## src/rtl/vend_core_param.sv

```systemverilog
// vend_core_param: parametrised vending controller core with credit, price lookup,
// per-slot stock, dispense pulses and coin-by-coin change over valid/ready.
//
// state  | meaning
// IDLE   | accept coins, selections, cancel and restock
// SHOW   | underfunded selection, price displayed for SHOW_CYCLES cycles
// CHANGE | return credit one greedy coin at a time
module vend_core_param #(
    parameter int N_SLOTS     = 9,
    parameter int CREDIT_W    = 12,
    parameter int MAX_CREDIT  = 2000,
    parameter int STOCK_W     = 4,
    parameter int STOCK_INIT  = 5,
    parameter int SHOW_CYCLES = 8
) (
    input  logic                        clk,
    input  logic                        rst,
    input  logic [N_SLOTS-1:0]          sel,
    input  logic [5:0]                  coin,
    input  logic                        cancel,
    input  logic                        restock,
    input  logic [N_SLOTS*CREDIT_W-1:0] price_flat,
    input  logic                        change_ready,
    output logic                        change_valid,
    output logic [5:0]                  change_coin,
    output logic [N_SLOTS-1:0]          dispense,
    output logic [N_SLOTS-1:0]          led_green,
    output logic [N_SLOTS-1:0]          led_red,
    output logic                        coin_reject,
    output logic [CREDIT_W-1:0]         credit,
    output logic [CREDIT_W-1:0]         disp_value
);
    localparam int IDX_W  = (N_SLOTS > 1) ? $clog2(N_SLOTS) : 1;
    localparam int SHOW_W = $clog2(SHOW_CYCLES + 1);

    typedef enum logic [1:0] {IDLE, SHOW, CHANGE} stateType;

    stateType            state, nextState;
    logic [STOCK_W-1:0]  stock [N_SLOTS];
    logic [CREDIT_W-1:0] price [N_SLOTS];
    logic [SHOW_W-1:0]   showCnt, nextShowCnt;
    logic [CREDIT_W-1:0] showPrice, nextShowPrice, nextCredit;
    logic [IDX_W-1:0]    selIdx;
    logic [CREDIT_W-1:0] coinVal, changeVal, creditLeft, creditPaid, dispNext;
    logic [CREDIT_W:0]   coinSum;
    logic [N_SLOTS-1:0]  vendNext, greenNext, redNext;
    logic                rejectNext, restockNow, changeValidNext;
    logic [5:0]          changeCoinNext;

    function automatic logic [CREDIT_W-1:0] coinValue(input logic [5:0] c);
        case (c)
            6'b000001: return CREDIT_W'(5);
            6'b000010: return CREDIT_W'(10);
            6'b000100: return CREDIT_W'(25);
            6'b001000: return CREDIT_W'(50);
            6'b010000: return CREDIT_W'(100);
            6'b100000: return CREDIT_W'(500);
            default:   return '0;
        endcase
    endfunction

    // Credit is always a multiple of 5, so the 5c fallback never leaves a remainder.
    function automatic logic [5:0] greedyCoin(input logic [CREDIT_W-1:0] c);
        if (c >= CREDIT_W'(500)) return 6'b100000;
        if (c >= CREDIT_W'(100)) return 6'b010000;
        if (c >= CREDIT_W'(50))  return 6'b001000;
        if (c >= CREDIT_W'(25))  return 6'b000100;
        if (c >= CREDIT_W'(10))  return 6'b000010;
        return 6'b000001;
    endfunction

    for (genvar g = 0; g < N_SLOTS; g++) begin : gPrice
        assign price[g] = price_flat[g*CREDIT_W +: CREDIT_W];
    end

    always_comb begin
        selIdx = '0;
        for (int i = 0; i < N_SLOTS; i++) begin
            if (sel[i]) selIdx = IDX_W'(i);
        end
    end

    assign coinVal    = coinValue(coin);
    assign coinSum    = {1'b0, credit} + {1'b0, coinVal};
    assign changeVal  = coinValue(change_coin);
    assign creditLeft = credit - price[selIdx];
    assign creditPaid = credit - changeVal;

    always_ff @(posedge clk) begin
        if (rst) begin
            state        <= IDLE;
            credit       <= '0;
            showCnt      <= '0;
            showPrice    <= '0;
            for (int i = 0; i < N_SLOTS; i++) stock[i] <= STOCK_W'(STOCK_INIT);
            dispense     <= '0;
            coin_reject  <= 1'b0;
            change_valid <= 1'b0;
            change_coin  <= '0;
            disp_value   <= '0;
            led_green    <= '0;
            led_red      <= '0;
        end else begin
            state     <= nextState;
            credit    <= nextCredit;
            showCnt   <= nextShowCnt;
            showPrice <= nextShowPrice;
            for (int i = 0; i < N_SLOTS; i++) begin
                if (restockNow)       stock[i] <= STOCK_W'(STOCK_INIT);
                else if (vendNext[i]) stock[i] <= stock[i] - STOCK_W'(1);
            end
            dispense     <= vendNext;
            coin_reject  <= rejectNext;
            change_valid <= changeValidNext;
            change_coin  <= changeCoinNext;
            disp_value   <= dispNext;
            led_green    <= greenNext;
            led_red      <= redNext;
        end
    end

    always_comb begin
        nextState     = state;
        nextCredit    = credit;
        nextShowCnt   = showCnt;
        nextShowPrice = showPrice;
        vendNext      = '0;
        rejectNext    = 1'b0;
        restockNow    = 1'b0;
        case (state)
            IDLE: begin
                if (cancel) begin
                    if (credit != '0) nextState = CHANGE;
                end else if (coin != '0) begin
                    if ($onehot(coin) && coinSum <= (CREDIT_W+1)'(MAX_CREDIT))
                        nextCredit = credit + coinVal;
                    else
                        rejectNext = 1'b1;
                end else if (sel != '0) begin
                    if ($onehot(sel) && stock[selIdx] != '0) begin
                        if (credit < price[selIdx]) begin
                            nextState     = SHOW;
                            nextShowCnt   = SHOW_W'(SHOW_CYCLES - 1);
                            nextShowPrice = price[selIdx];
                        end else begin
                            vendNext   = sel;
                            nextCredit = creditLeft;
                            if (creditLeft != '0) nextState = CHANGE;
                        end
                    end
                end else if (restock) begin
                    restockNow = 1'b1;
                end
            end
            SHOW: begin
                rejectNext = (coin != '0);
                if (cancel)                nextState = (credit != '0) ? CHANGE : IDLE;
                else if (coin != '0)       nextState = IDLE;
                else if (showCnt == '0)    nextState = IDLE;
                else                       nextShowCnt = showCnt - SHOW_W'(1);
            end
            CHANGE: begin
                rejectNext = (coin != '0);
                if (change_valid && change_ready) begin
                    nextCredit = creditPaid;
                    if (creditPaid == '0) nextState = IDLE;
                end
            end
            default: nextState = IDLE;
        endcase
    end

    always_comb begin
        dispNext        = (nextState == SHOW) ? nextShowPrice : nextCredit;
        changeValidNext = (nextState == CHANGE);
        changeCoinNext  = changeValidNext ? greedyCoin(nextCredit) : 6'b0;
        for (int i = 0; i < N_SLOTS; i++) begin
            greenNext[i] = (stock[i] != '0) && (credit >= price[i]);
            redNext[i]   = (stock[i] == '0);
        end
    end
endmodule

```

## config.mk

```make
export PLATFORM = sky130hd
export DESIGN_NAME = vend_core_param
export DESIGN_NICKNAME = d
export VERILOG_FILES = /design/src/rtl/vend_core_param.sv
export SDC_FILE = /design/constraint.sdc
export NUM_CORES = 1
export LEC_CHECK = 0
export ABC_AREA = 1
export BUFFER_PORTS_ARGS = -buffer_cell sky130_fd_sc_hd__buf_2
export CORE_MARGIN = 2
export CORE_UTILIZATION = 48
export CTS_CLUSTER_DIAMETER = 80
export DETAILED_ROUTE_END_ITERATION = 8
export GPL_TIMING_DRIVEN = 0
export PLACE_DENSITY = 0.68
export SLEW_MARGIN = 40
export SYNTH_ARGS = -nofsm -noshare
export SYNTH_HDL_FRONTEND = slang
export SYNTH_SLANG_ARGS = --single-unit
```

## constraint.sdc

```tcl
create_clock -name clk -period 8.15 [get_ports clk]
set_input_delay 0 -clock clk [delete_from_list [all_inputs] [get_ports clk]]
set_output_delay 0 -clock clk [all_outputs]
set_load 0.05 [all_outputs]
```

==> results.sh <==
export IMPL_numCtsBuffers=17
export IMPL_grt_overflow_total=0
export IMPL_skew_ns=0.01006
export IMPL_min_from="sel[5]"
export IMPL_dieArea_mm2=0.02432
export IMPL_fin_util=0.5761
export IMPL_routedWlPerCell_um=16.62
export IMPL_hold_ws_ns=0.01603
export IMPL_clockBufferDepth=2
export IMPL_synth_cell_types=55
export IMPL_numPortBuffers=183
export IMPL_grt_most_used_layer="met2"
export IMPL_setup_viol=0
export IMPL_drv_cap=0
export IMPL_synth_compound_area_share=0.1872
export IMPL_p_leak_nw=6.875
export IMPL_worst_pin_slew_ns=0.7349
export IMPL_worstSetupPathType="input port to flip-flop"
export IMPL_cp_start_kind="input port"
export IMPL_synthArstFlopShare=0
export IMPL_synth_xor_area_frac=0.02845
export IMPL_drc=0
export IMPL_worstReg2RegStart="change_coin[5]"
export IMPL_grt_pass1_vias=11015
export IMPL_cts_clk_slew_worst_paths_ns=0.06
export IMPL_drv_slew=0
export IMPL_root_buffer="clkbuf_16"
export IMPL_slowest_stage="dlygate4sd3_1"
export IMPL_final_common_cell="inv_1"
export IMPL_synthCells=1591
export IMPL_min_path_cells=3
export IMPL_layout_common_cells="inv_1, nand2_1, buf_2"
export IMPL_drive_gt1_frac=0.1661
export IMPL_finalNonFillerCells=2101
export IMPL_grt_usage=0.2898
export IMPL_nets=2097
export IMPL_reg2reg_depth=26
export IMPL_setup_ws_ns=2.570
export IMPL_io_pins=187
export IMPL_p_switching_w=0.001021
export IMPL_dp_slack_ns=2.790
export IMPL_use_met3=0.05306
export IMPL_pwr_share_comb=0.402
export IMPL_numClockSinks=113
export IMPL_die_y_um=156.0
export IMPL_fin_tns_setup_ns=0
export IMPL_synth_fa_ha_area_frac=0.1994
export IMPL_status="finished, final reports clean"
export IMPL_core_area_mm2=0.02264
export IMPL_period_share=0.6846
export IMPL_synth_mux_area_frac=0
export IMPL_p_per_area_mw_per_mm2=186.8
export IMPL_vias=11554
export IMPL_synth_edf_count=36
export IMPL_cts_tree="built"
export IMPL_synthesis_nets=1889
export IMPL_arrival_ns=5.90
export IMPL_ys_flop_type="dfxtp_1"
export IMPL_swShare=0.4191
export IMPL_hold_viol_final=0
export IMPL_grt_pass1_wl_um=55380
export IMPL_dp_hpwl_um=27590
export IMPL_yosysSeqAreaShare=0.2366
export IMPL_drtAntennaViolNets=0
export IMPL_postCtsSetupRepairBufs=0
export IMPL_synth_simple_gate_area_frac=0.2321
export IMPL_ys_seq_elements=113
export IMPL_peakVddDrop_mv=0.1300
export IMPL_synth_area_mm2=0.01108
export IMPL_slew_headroom=0.5094
export IMPL_place_gp_congestion=0.9243
export IMPL_fp_dieW_um=156.0
export IMPL_worstSetupPathDepth=42
export IMPL_grtUsageMet1=0.3819
export IMPL_syn_avg_cell_area_um2=6.966
export IMPL_crit_top_cell="nand2_1"
export IMPL_max_stage_delay_ns=0.53
export IMPL_rsz0062_at_grt="no"
export IMPL_fp_row_count=55
export IMPL_cp_end_kind="flip-flop"
export IMPL_wl_um=34920
export IMPL_antenna_found_initial=4
export IMPL_cp_top_family="simple AND/OR/NAND/NOR gates"
export IMPL_grt_max_degree=20
export IMPL_holdCritPathClass="input port to flip-flop"
export IMPL_dr_first_iter_drc_count=775
export IMPL_use_met2=0.4701
export IMPL_maxClockFrequency_ghz=0.1792
export IMPL_first_pass_iters=7
export IMPL_worstSetupStartpoint="sel[3]"
export IMPL_initial_utilization=0.4895
export IMPL_cts_max_level=4
export IMPL_required_ns=8.47
export IMPL_pwr_share_clk=0.317
export IMPL_dp_cells=2059
export IMPL_power_internal_w=0.001416
export IMPL_path_max_fanout=10
export IMPL_clkLatencyLatePin_ns=0.43
export IMPL_min_period_ns=5.580
export IMPL_syn2layout_area_growth_pct=17.69
export IMPL_yosys_warnings=0
export IMPL_cp_num_buf_inv=9
export IMPL_synth_top_family_by_area="simple AND/OR/NAND/NOR gates"
export IMPL_seqPwrFrac=0.281
export IMPL_via_per_inst=5.499
[power groups by stage]
stage                     sequential (W)  clock (W)  combinational, W
after floorplan                 0.000751          0          0.000631
final                           0.000685   0.000773          0.000979
after global placement          0.000692          0          0.000942
after CTS                       0.000683   0.000780          0.000970
after global routing            0.000687   0.000803           0.00110
after detailed placement        0.000695          0          0.000961
[tightest hold or removal path, cell delays in order]
cell	delay (ns)
buf_2	0.11
inv_1	0.12
nor3_1	0.14
[synthesized netlist by cell type (all sizes together), types with 4 or more instances]
| cell type | count | share of area |
|---|---|---|
| a21oi | 156 | 0.073 |
| ha | 159 | 0.18 |
| buf | 16 | 0.0082 |
| a31oi | 6 | 0.0034 |
| nand3 | 90 | 0.042 |
| inv | 292 | 0.099 |
| nor3 | 29 | 0.014 |
| o211ai | 15 | 0.011 |
| xnor2 | 8 | 0.0063 |
| a21boi | 4 | 0.0030 |
| o22ai | 16 | 0.0090 |
| dfxtp | 77 | 0.14 |
| nand2 | 280 | 0.10 |
| a21o | 8 | 0.0054 |
| clkinv | 4 | 0.0014 |
| a22oi | 6 | 0.0041 |
| nand4 | 21 | 0.013 |
| nor4 | 5 | 0.0028 |
| o21a | 4 | 0.0027 |
| fa | 11 | 0.020 |
| edfxtp | 36 | 0.098 |
| xor2 | 28 | 0.022 |
| clkbuf | 23 | 0.0078 |
| o21ai | 95 | 0.043 |
| nor2 | 147 | 0.053 |
| or2 | 10 | 0.0056 |
| o21bai | 13 | 0.0091 |
| o221ai | 9 | 0.0071 |
| a221oi | 11 | 0.0087 |
[layer usage]
layer	wire (um)	vias to the layer above
li1	-	5734
met1	15490	5267
met2	15540	459
met3	2698	94
met4	1192	0
met5	0	-
[final cells by class]
| type | count | area (um2) |
|---|---|---|
| clock inverters | 15 | 175.2 |
| repair buffers | 189 | 975.9 |
| inverters | 296 | 1111 |
| flip-flops and latches | 113 | 2634 |
| multi-input cells | 1143 | 7178 |
| fillers | 2187 | 9597 |
| diodes | 4 | 10.01 |
| well taps | 285 | 356.6 |
| plain buffers | 39 | 177.7 |
| clock buffers | 17 | 425.4 |
[path summary, 6_finish.rpt]
kind / to / slack (ns)
worst min register to register: showCnt[2] / 0.50
worst min-delay path: dispense[5] / 0.02
worst max register to register: change_coin[1] / 3.89
worst max-delay path: change_coin[1] / 2.57
[state kept, by name, indices dropped and copies added, names as in the netlist, 4 cells and up]
register     flops
showPrice       12
stock           36
led_green        9
dispense         9
change_coin      6
showCnt          4
credit          12
disp_value      12
led_red          9
[cell families (layout without fill, tap and decap cells)]
kind of cell / after synthesis / after routing
xor+xnor: 36 / 36
fa+ha+maj: 170 / 170
buf+inv: 335 / 556
other cells: 0 / 4
flops: 113 / 113
simple gates: 584 / 584
compound gates: 353 / 353
[metrics by stage]
step,total power [W],cell area (um2)
finish,0.002437,13040
global route,0.002592,13040
CTS,0.002433,13030
detailed placement,0.001656,12370
global placement,0.001635,12360
floorplan,0.001382,11080
[what timing repair did]
action                    CTS  global route
hold endpoints to repair    6             0
resized for setup           0             0
hold buffers                6             0
(Power assumes the default switching activity.)
